[src/rtl/spi_ram_burst_slave_if.sv]
// ============================================================================
// spi_ram_burst_slave_if : SPI pin bundle (select, data in/out, error pulse)
// Rev 1.0
// ============================================================================
`default_nettype none

interface spi_ram_burst_slave_if;
    logic SS_n;
    logic MOSI;
    logic MISO;
    logic frame_err;

    modport master (output SS_n, output MOSI, input MISO, input frame_err);
    modport slave  (input SS_n, input MOSI, output MISO, output frame_err);
endinterface

`default_nettype wire

[src/rtl/spi_ram_burst_slave.sv]
// ============================================================================
// spi_ram_burst_slave : burst-capable SPI-slave RAM with auto-increment pointers
// Rev 1.0
// ============================================================================
`default_nettype none

module spi_ram_burst_slave #(
    parameter int DATA_WIDTH = 8,
    parameter int ADDR_SIZE  = 8,
    parameter int MEM_DEPTH  = 256
) (
    input  logic                      clk,
    input  logic                      rst_n,
    spi_ram_burst_slave_if.slave      spi
);

    localparam int SW = (DATA_WIDTH > ADDR_SIZE) ? DATA_WIDTH : ADDR_SIZE;
    localparam int CW = $clog2(SW) + 1;
    localparam logic [ADDR_SIZE-1:0] LAST = ADDR_SIZE'(MEM_DEPTH - 1);

    typedef enum logic [2:0] {
        S_IDLE    = 3'd0,
        S_CMD     = 3'd1,
        S_ADDR    = 3'd2,
        S_WDATA   = 3'd3,
        S_RDATA   = 3'd4,
        S_DISCARD = 3'd5
    } state_t;

    state_t                 state_q, state_d;
    logic                   armed_q, armed_d;
    logic [CW-1:0]          cnt_q, cnt_d;
    logic [1:0]             op_q, op_d;
    logic [SW-1:0]          shift_q, shift_d;
    logic [ADDR_SIZE-1:0]   wptr_q, wptr_d;
    logic [ADDR_SIZE-1:0]   rptr_q, rptr_d;
    logic                   miso_q, miso_d;
    logic                   ferr_q, ferr_d;
    logic                   mem_we;
    logic [DATA_WIDTH-1:0]  mem_wdata;
    logic [ADDR_SIZE-1:0]   addr_w;
    logic [DATA_WIDTH-1:0]  rdata_w;

    logic [DATA_WIDTH-1:0]  mem_q [MEM_DEPTH];

    function automatic logic [ADDR_SIZE-1:0] ptr_inc(input logic [ADDR_SIZE-1:0] p);
        return (p == LAST) ? '0 : p + 1'b1;
    endfunction

    assign rdata_w       = mem_q[rptr_q];
    assign spi.MISO      = miso_q;
    assign spi.frame_err = ferr_q;

    always_comb begin
        state_d   = state_q;
        armed_d   = armed_q;
        cnt_d     = cnt_q;
        op_d      = op_q;
        shift_d   = shift_q;
        wptr_d    = wptr_q;
        rptr_d    = rptr_q;
        miso_d    = 1'b0;
        ferr_d    = 1'b0;
        mem_we    = 1'b0;
        mem_wdata = {shift_q[DATA_WIDTH-2:0], spi.MOSI};
        addr_w    = {shift_q[ADDR_SIZE-2:0], spi.MOSI};

        if (spi.SS_n) begin
            // Frame end: a partially shifted address or data word is a protocol error.
            state_d = S_IDLE;
            armed_d = 1'b1;
            cnt_d   = '0;
            if ((state_q == S_ADDR || state_q == S_WDATA) && cnt_q != '0)
                ferr_d = 1'b1;
        end else begin
            case (state_q)
                S_IDLE: begin
                    if (armed_q) begin
                        state_d = S_CMD;
                        op_d    = {1'b0, spi.MOSI};
                        cnt_d   = CW'(1);
                    end
                end
                S_CMD: begin
                    if (cnt_q == CW'(1)) begin
                        op_d  = {op_q[0], spi.MOSI};
                        cnt_d = CW'(2);
                    end else begin
                        cnt_d = '0;
                        case ({op_q, spi.MOSI})
                            3'b000, 3'b110: state_d = S_ADDR;
                            3'b001:         state_d = S_WDATA;
                            3'b111:         state_d = S_RDATA;
                            default: begin
                                state_d = S_DISCARD;
                                ferr_d  = 1'b1;
                            end
                        endcase
                    end
                end
                S_ADDR: begin
                    shift_d = {shift_q[SW-2:0], spi.MOSI};
                    if (cnt_q == CW'(ADDR_SIZE - 1)) begin
                        state_d = S_DISCARD;
                        cnt_d   = '0;
                        if ({1'b0, addr_w} < (ADDR_SIZE + 1)'(MEM_DEPTH)) begin
                            if (op_q[1]) rptr_d = addr_w;
                            else         wptr_d = addr_w;
                        end else begin
                            ferr_d = 1'b1;
                        end
                    end else begin
                        cnt_d = cnt_q + 1'b1;
                    end
                end
                S_WDATA: begin
                    shift_d = {shift_q[SW-2:0], spi.MOSI};
                    if (cnt_q == CW'(DATA_WIDTH - 1)) begin
                        mem_we = 1'b1;
                        wptr_d = ptr_inc(wptr_q);
                        cnt_d  = '0;
                    end else begin
                        cnt_d = cnt_q + 1'b1;
                    end
                end
                S_RDATA: begin
                    // Word boundary: fetch next word and drive its MSB on the same edge.
                    if (cnt_q == '0) begin
                        miso_d                   = rdata_w[DATA_WIDTH-1];
                        shift_d[DATA_WIDTH-1:0]  = {rdata_w[DATA_WIDTH-2:0], 1'b0};
                        rptr_d                   = ptr_inc(rptr_q);
                    end else begin
                        miso_d                   = shift_q[DATA_WIDTH-1];
                        shift_d[DATA_WIDTH-1:0]  = {shift_q[DATA_WIDTH-2:0], 1'b0};
                    end
                    cnt_d = (cnt_q == CW'(DATA_WIDTH - 1)) ? '0 : cnt_q + 1'b1;
                end
                default: ;
            endcase
        end
    end

    always_ff @(posedge clk) begin
        if (!rst_n) begin
            state_q <= S_IDLE;
            armed_q <= 1'b0;
            cnt_q   <= '0;
            op_q    <= '0;
            shift_q <= '0;
            wptr_q  <= '0;
            rptr_q  <= '0;
            miso_q  <= 1'b0;
            ferr_q  <= 1'b0;
        end else begin
            state_q <= state_d;
            armed_q <= armed_d;
            cnt_q   <= cnt_d;
            op_q    <= op_d;
            shift_q <= shift_d;
            wptr_q  <= wptr_d;
            rptr_q  <= rptr_d;
            miso_q  <= miso_d;
            ferr_q  <= ferr_d;
        end
    end

    always_ff @(posedge clk) begin
        if (rst_n && mem_we)
            mem_q[wptr_q] <= mem_wdata;
    end

endmodule

`default_nettype wire

[src/flat_wrapper.sv]
// flat-port wrapper written by rule: the top's interface ports become plain ports
module spi_ram_burst_slave_flat 
#(
    parameter int DATA_WIDTH = 8,
    parameter int ADDR_SIZE  = 8,
    parameter int MEM_DEPTH  = 256
)
  (clk, rst_n, spi_SS_n, spi_MOSI, spi_MISO, spi_frame_err);
  spi_ram_burst_slave_if spi_i ();
  input  logic clk;
  input  logic rst_n;
  input wire logic [$bits(spi_i.SS_n)-1:0] spi_SS_n;
  input wire logic [$bits(spi_i.MOSI)-1:0] spi_MOSI;
  output wire logic [$bits(spi_i.MISO)-1:0] spi_MISO;
  output wire logic [$bits(spi_i.frame_err)-1:0] spi_frame_err;
  assign spi_i.SS_n = spi_SS_n;
  assign spi_i.MOSI = spi_MOSI;
  assign spi_MISO = spi_i.MISO;
  assign spi_frame_err = spi_i.frame_err;
  spi_ram_burst_slave #(.DATA_WIDTH(DATA_WIDTH), .ADDR_SIZE(ADDR_SIZE), .MEM_DEPTH(MEM_DEPTH)) u_core (.clk(clk), .rst_n(rst_n), .spi(spi_i));
endmodule
[config.mk]
export PLATFORM = sky130hd
export DESIGN_NAME = spi_ram_burst_slave_flat
export DESIGN_NICKNAME = d
export VERILOG_FILES = /design/src/rtl/spi_ram_burst_slave_if.sv /design/src/rtl/spi_ram_burst_slave.sv /design/src/flat_wrapper.sv
export SDC_FILE = /design/constraint.sdc
export NUM_CORES = 2
export LEC_CHECK = 0
export CORE_MARGIN = 3
export CORE_UTILIZATION = 55
export DETAILED_ROUTE_END_ITERATION = 7
export PLACE_DENSITY_LB_ADDON = 0.15
export SETUP_SLACK_MARGIN = 0.5
export SLEW_MARGIN = 10
export SYNTH_ARGS = -nofsm -noshare
export SYNTH_HDL_FRONTEND = slang
export SYNTH_SLANG_ARGS = --single-unit
[constraint.sdc]
create_clock -name clk -period 7 [get_ports clk]
set_clock_uncertainty 0.15 [all_clocks]
set_input_delay 0.7 -clock clk [delete_from_list [all_inputs] [get_ports clk]]
set_output_delay 0.7 -clock clk [all_outputs]
set_load 0.05 [all_outputs]
Word level (Yosys, flattened, before mapping)
Memory sizes are Yosys's and may differ from the RTL's. A register that Yosys moved wholly into a read port is not among the register bits.
Index checks and enable logic that the tools add are counted.
{"block": "word_totals", "mem_count": 1, "input_bits": 4, "out_inout_bits": 2, "mem_bits_rw": 2048, "reg_bits": 36}
{"block": "op_classes", "bitwise": 3, "n_addsub": 3, "n_eq_ne": 19, "reduce_logical": 25, "muxes": 37}
{"name": "u_core.mem_q", "depth": 256, "width": 8, "read_ports": 1, "rd_ports_with_merged_regs": 1, "write_ports": 1, "line_no": "spi_ram_burst_slave.sv:44", "source": "logic [DATA_WIDTH-1:0] mem_q [MEM_DEPTH];"}
{"cell": "$mux 8", "n": 11}
{"cell": "$pmux 8 s2", "n": 3}
{"cell": "$pmux 3 s3", "n": 2}
{"cell": "$add 8x1->8 const B", "n": 2}
{"cell": "$eq 8x8->1 const B", "n": 2}
{"cell": "$pmux 4 s3", "n": 1}
{"cell": "$mux 1", "n": 11}
{"cell": "$reduce_and 5->1", "n": 2}
{"cell": "$eq 3x3->1 const B", "n": 3}
{"cell": "$mux 3", "n": 3}
{"cell": "$mux 4", "n": 2}
{"cell": "$ne 2x1->1 const B", "n": 4}
{"cell": "$ne 2x2->1 const B", "n": 4}
{"cell": "$reduce_and 4->1", "n": 2}
{"cell": "$reduce_bool 2->1", "n": 4}
{"cell": "$eq 3x1->1 const B", "n": 2}
{"cell": "$eq 3x2->1 const B", "n": 2}
{"cell": "$logic_not 3->1", "n": 2}
{"cell": "$mux 2", "n": 3}
{"cell": "$reduce_bool 3->1", "n": 2}
{"cell": "$reduce_or 2->1", "n": 3}
{"cell": "$reduce_or 3->1", "n": 2}
{"cell": "$add 4x1->4 const B", "n": 1}
{"cell": "$eq 4x1->1 const B", "n": 1}
{"cell": "9 further kinds", "n": 13}

Logic depth before layout (Yosys ltp)
{"block": "depth", "word_depth": 7, "ltp_mapped": 14}

Least setup slack after synthesis
No wires, ideal clock.
{"block": "synth_timing", "path_kind": "reg-to-reg", "startpoint": "register u_core.shift_q[5]", "endpoint": "register u_core.shift_q[6]", "arrival_time_ps": 5107, "setup_time_ps": 101, "n_path_buf": 0, "period_less_slack_ps": 5358, "stages_incl_launch_ff": 6, "path_slack_ps": 1642, "cell_sequence": "dfxtp_1 -> o21ai_0 -> a311o_1 -> a2111oi_0 -> nor3_1 -> o41ai_1"}
{"block": "synth_between", "elab_chain_len": 2}
{"element": "start, declared", "line_no": "spi_ram_burst_slave.sv:34", "source": "logic [SW-1:0] shift_q, shift_d;"}
{"element": "start signal, assigned", "line_no": "spi_ram_burst_slave.sv:159", "source": "shift_q <= shift_d;"}
{"element": "$mux 8", "line_no": "spi_ram_burst_slave.sv:128", "source": "if (cnt_q == '0) begin"}
{"element": "$pmux 8 s2 *", "line_no": "spi_ram_burst_slave.sv:76", "source": "case (state_q)"}
Every way passes the cells marked *; elsewhere a longest branch is shown, timed or not.
A chain may end at the register's enable or synchronous reset.

==> flow_metrics.py <==
metrics = {
    "sta": {
        "maxSlewViolCount": 0,
        "relSlewSlack_pct": 12.3,
        "worst_pin_slew_ns": 1.31,
        "hold_viol": 0,
        "setup_slack_ns": 2.37,
        "fmax_mhz": 216,
        "min_period_ns": 4.63,
        "rsz0062_at_grt": "no",
        "setup_viol": 0,
        "post-route-period-util_pct": 66.2,
        "tns_ns": 0,
    },
    "pwr": {
        "power.density_mw_per_mm2": 276,
        "p_leak_nw": 25.8,
        "vdd_ir_drop_max_v": 0.000242,
    },
    "clock_network": {
        "cts_tree": "done",
        "clockRootBuffer": "clkbuf_16",
        "clockBufferDepth": 3,
        "clock-sinks": 2092,
        "post_cts_resized": 0,
        "clk-insertion-delay-late_ns": 0.82,
        "postCtsHoldBufs": 0,
        "numCtsBuffers": 202,
        "path_clk_slew_ns": 0.07,
        "htreeDepth": 4,
        "postCtsSetupBuffers": 0,
    },
    "final_layout": {
        "area_growth_pct": 10.7,
        "layout.nets": 4139,
        "drive_gt1_share_pct": 21.3,
    },
    "synth": {
        "synthTopCellsByCount": "edfxtp_1 (2,048), mux4_2 (474), nor2_1 (333)",
        "syn_nets": 4073,
        "syn_avg_cell_area_sq_um": 20.3,
        "yosys-top-cells-area": "edfxtp_1 (75%), mux4_2 (13%), mux2i_1 (1.6%)",
        "yosysSeqAreaShare_pct": 75.6,
        "synth_ff_type": "edfxtp_1",
        "synth_edf_count": 2048,
        "yosysMostFrequentCell": "edfxtp_1",
        "ys_ff_latch": 2092,
        "synth_top_area_cell": "edfxtp_1",
        "syn_inst": 4061,
        "synth_area_sq_mm": 0.0825,
        "async_reset_ff_share_pct": 0,
        "yosys_warnings": 0,
        "yosysUniqueCellTypes": 77,
        "synth_top_area_share_pct": 74.5,
    },
    "worst_hold_path": {
        "hold_path.class": "reg2reg",
    },
    "critical_path": {
        "worstPathArrival_ns": 5.25,
        "startpoint_type": "flip-flop",
        "cp_data_required_time_ns": 7.62,
        "crit_fanout": 24,
        "endpoint_kind": "flip-flop",
        "critical_path_class": "reg2reg",
    },
    "drt": {
        "via_per_inst": 6.67,
        "wl_per_cell_um": 34.7,
        "num_vias": 42100,
        "wirelength_um": 219000,
        "dr.pass1.iters": 5,
        "drc": 0,
        "drtIter0Drc": 5923,
        "antenna_left": 0,
    },
    "global_routing": {
        "grtUsageTotal_pct": 28.5,
        "grt_pass1_wl_um": 314000,
        "overflow": 0,
        "grt_pass1_vias": 41200,
        "grt_antenna_before_repair": 6,
        "grt_max_degree": 171,
    },
    "floorplanning": {
        "initial_core_util_pct": 55.6,
        "rows": 141,
        "die_width_um": 393,
        "pin_count": 6,
        "die-height_um": 393,
        "core_area_sq_mm": 0.148,
        "dieArea_sq_mm": 0.155,
    },
    "placement": {
        "place_congestion": 0.934,
        "post-dp-hpwl_um": 130000,
        "portBuffers": 5,
        "post-place-ws_ns": 1.92,
    },
    "flow_run": {
        "maxCapViolations": 0,
    },
    "run_status": {
        "status": "complete, no violations",
    },
}
-- through the flow --
step | total power, mW | hold WS (ns) | util [%] | instances | cell area [sq um]
after floorplan | 14.1 | 0.315 | - | 4061 | 82500
after global placement | 14.2 | 0.357 | 56.9 | 5925 | 84400
after detailed placement | 14.2 | 0.358 | 56.9 | 5925 | 84400
after CTS | 25.3 | 0.372 | 61.6 | 6305 | 91400
after global routing | 25.9 | 0.415 | 61.6 | 6305 | 91400
final | 25.2 | 0.370 | 61.6 | 6310 | 91400
-- final cells by class --
type                    instances  area (sq um)
diodes                          5          12.5
repair buffers                100           967
well taps                    2002          2500
flip-flops and latches       2092         62400
inverters                      17          70.1
fillers                     10300         57000
clock buffers                 225          5160
clock inverters               155          1780
multi-input cells            1714         18400
-- power breakdown --
group / internal (mW) / total [mW] / switching (mW)
registers: 13.6 / 13.6 / 0.0189
clock network: 6.57 / 11.3 / 4.76
logic: 0.118 / 0.316 / 0.198
-- registers in the layout, indices dropped and copies added (netlist names), named ones only --
register and count:
u_core.armed_q 1, u_core.cnt_q 4, u_core.mem_q 2048, u_core.op_q 2, u_core.rptr_q 8, u_core.shift_q 8, u_core.spi.MISO 1, u_core.spi.frame_err 1
u_core.state_q 3, u_core.wptr_q 8
-- cells by family after synthesis --
kind of cell	count (synthesis)	synth area share, %
flops	2092	75.6
fa+ha+maj	8	0.121
compound gates	339	2.80
buf+inv	255	2.10
xor+xnor	1	0.0106
mux	634	15.5
simple gates	732	3.88
-- layer usage --
metal / share of wire, % / track usage [%] / vias up
li1: - / - / 16900
met1: 40 / 41.6 / 22100
met2: 46 / 42.3 / 2585
met3: 10 / 6.66 / 459
met4: 4.2 / 10.8 / 4
met5: 0.016 / 0 / -
-- path summary, 6_finish.rpt --
| kind | startpoint | end | slack [ns] | depth (start not counted) |
|---|---|---|---|---|
| max reg2reg | flip-flop | u_core.shift_q[3]$_SDFFE_PN0P_ | 2.37 | 7 |
| min | u_core.rptr_q[6]$_SDFFE_PN0P_ | u_core.rptr_q[6]$_SDFFE_PN0P_ | 0.37 | 2 |
| min reg2reg | u_core.rptr_q[6]$_SDFFE_PN0P_ | u_core.rptr_q[6]$_SDFFE_PN0P_ | 0.37 | 2 |
| max | flip-flop | u_core.shift_q[3]$_SDFFE_PN0P_ | 2.37 | 7 |
-- worst max-delay path, stage by stage, from the launching register on --
cell,delay [ns]
dfxtp_4,0.63
clkinv_2,0.66
buf_4,0.51
nor2_1,0.75
a21oi_1,0.21
a2111oi_0,0.71
a21boi_0,0.73
or4b_1,0.20
-- placed cells by master, fill, tap and decap left out, drive strengths merged, types with 9 or more instances in the layout --
| cell type | count |
|---|---|
| clkinvlp | 18 |
| clkinv | 90 |
| a31oi | 28 |
| o21ai | 45 |
| a22oi | 33 |
| a2111oi | 9 |
| a21oi | 75 |
| mux4 | 504 |
| mux2i | 128 |
| and2 | 15 |
| buf | 95 |
| a211oi | 9 |
| nor2 | 333 |
| nand2 | 206 |
| bufinv | 33 |
| edfxtp | 2048 |
| nor4 | 14 |
| and3 | 16 |
| nor3 | 21 |
| inv | 31 |
| clkbuf | 226 |
| nand4 | 9 |
| o221ai | 29 |
| nor2b | 20 |
| o22ai | 30 |
| nor3b | 9 |
| o211ai | 16 |
| nand3 | 51 |
| dfxtp | 44 |
| nand2b | 10 |
Power figures use the tool's default switching activity.
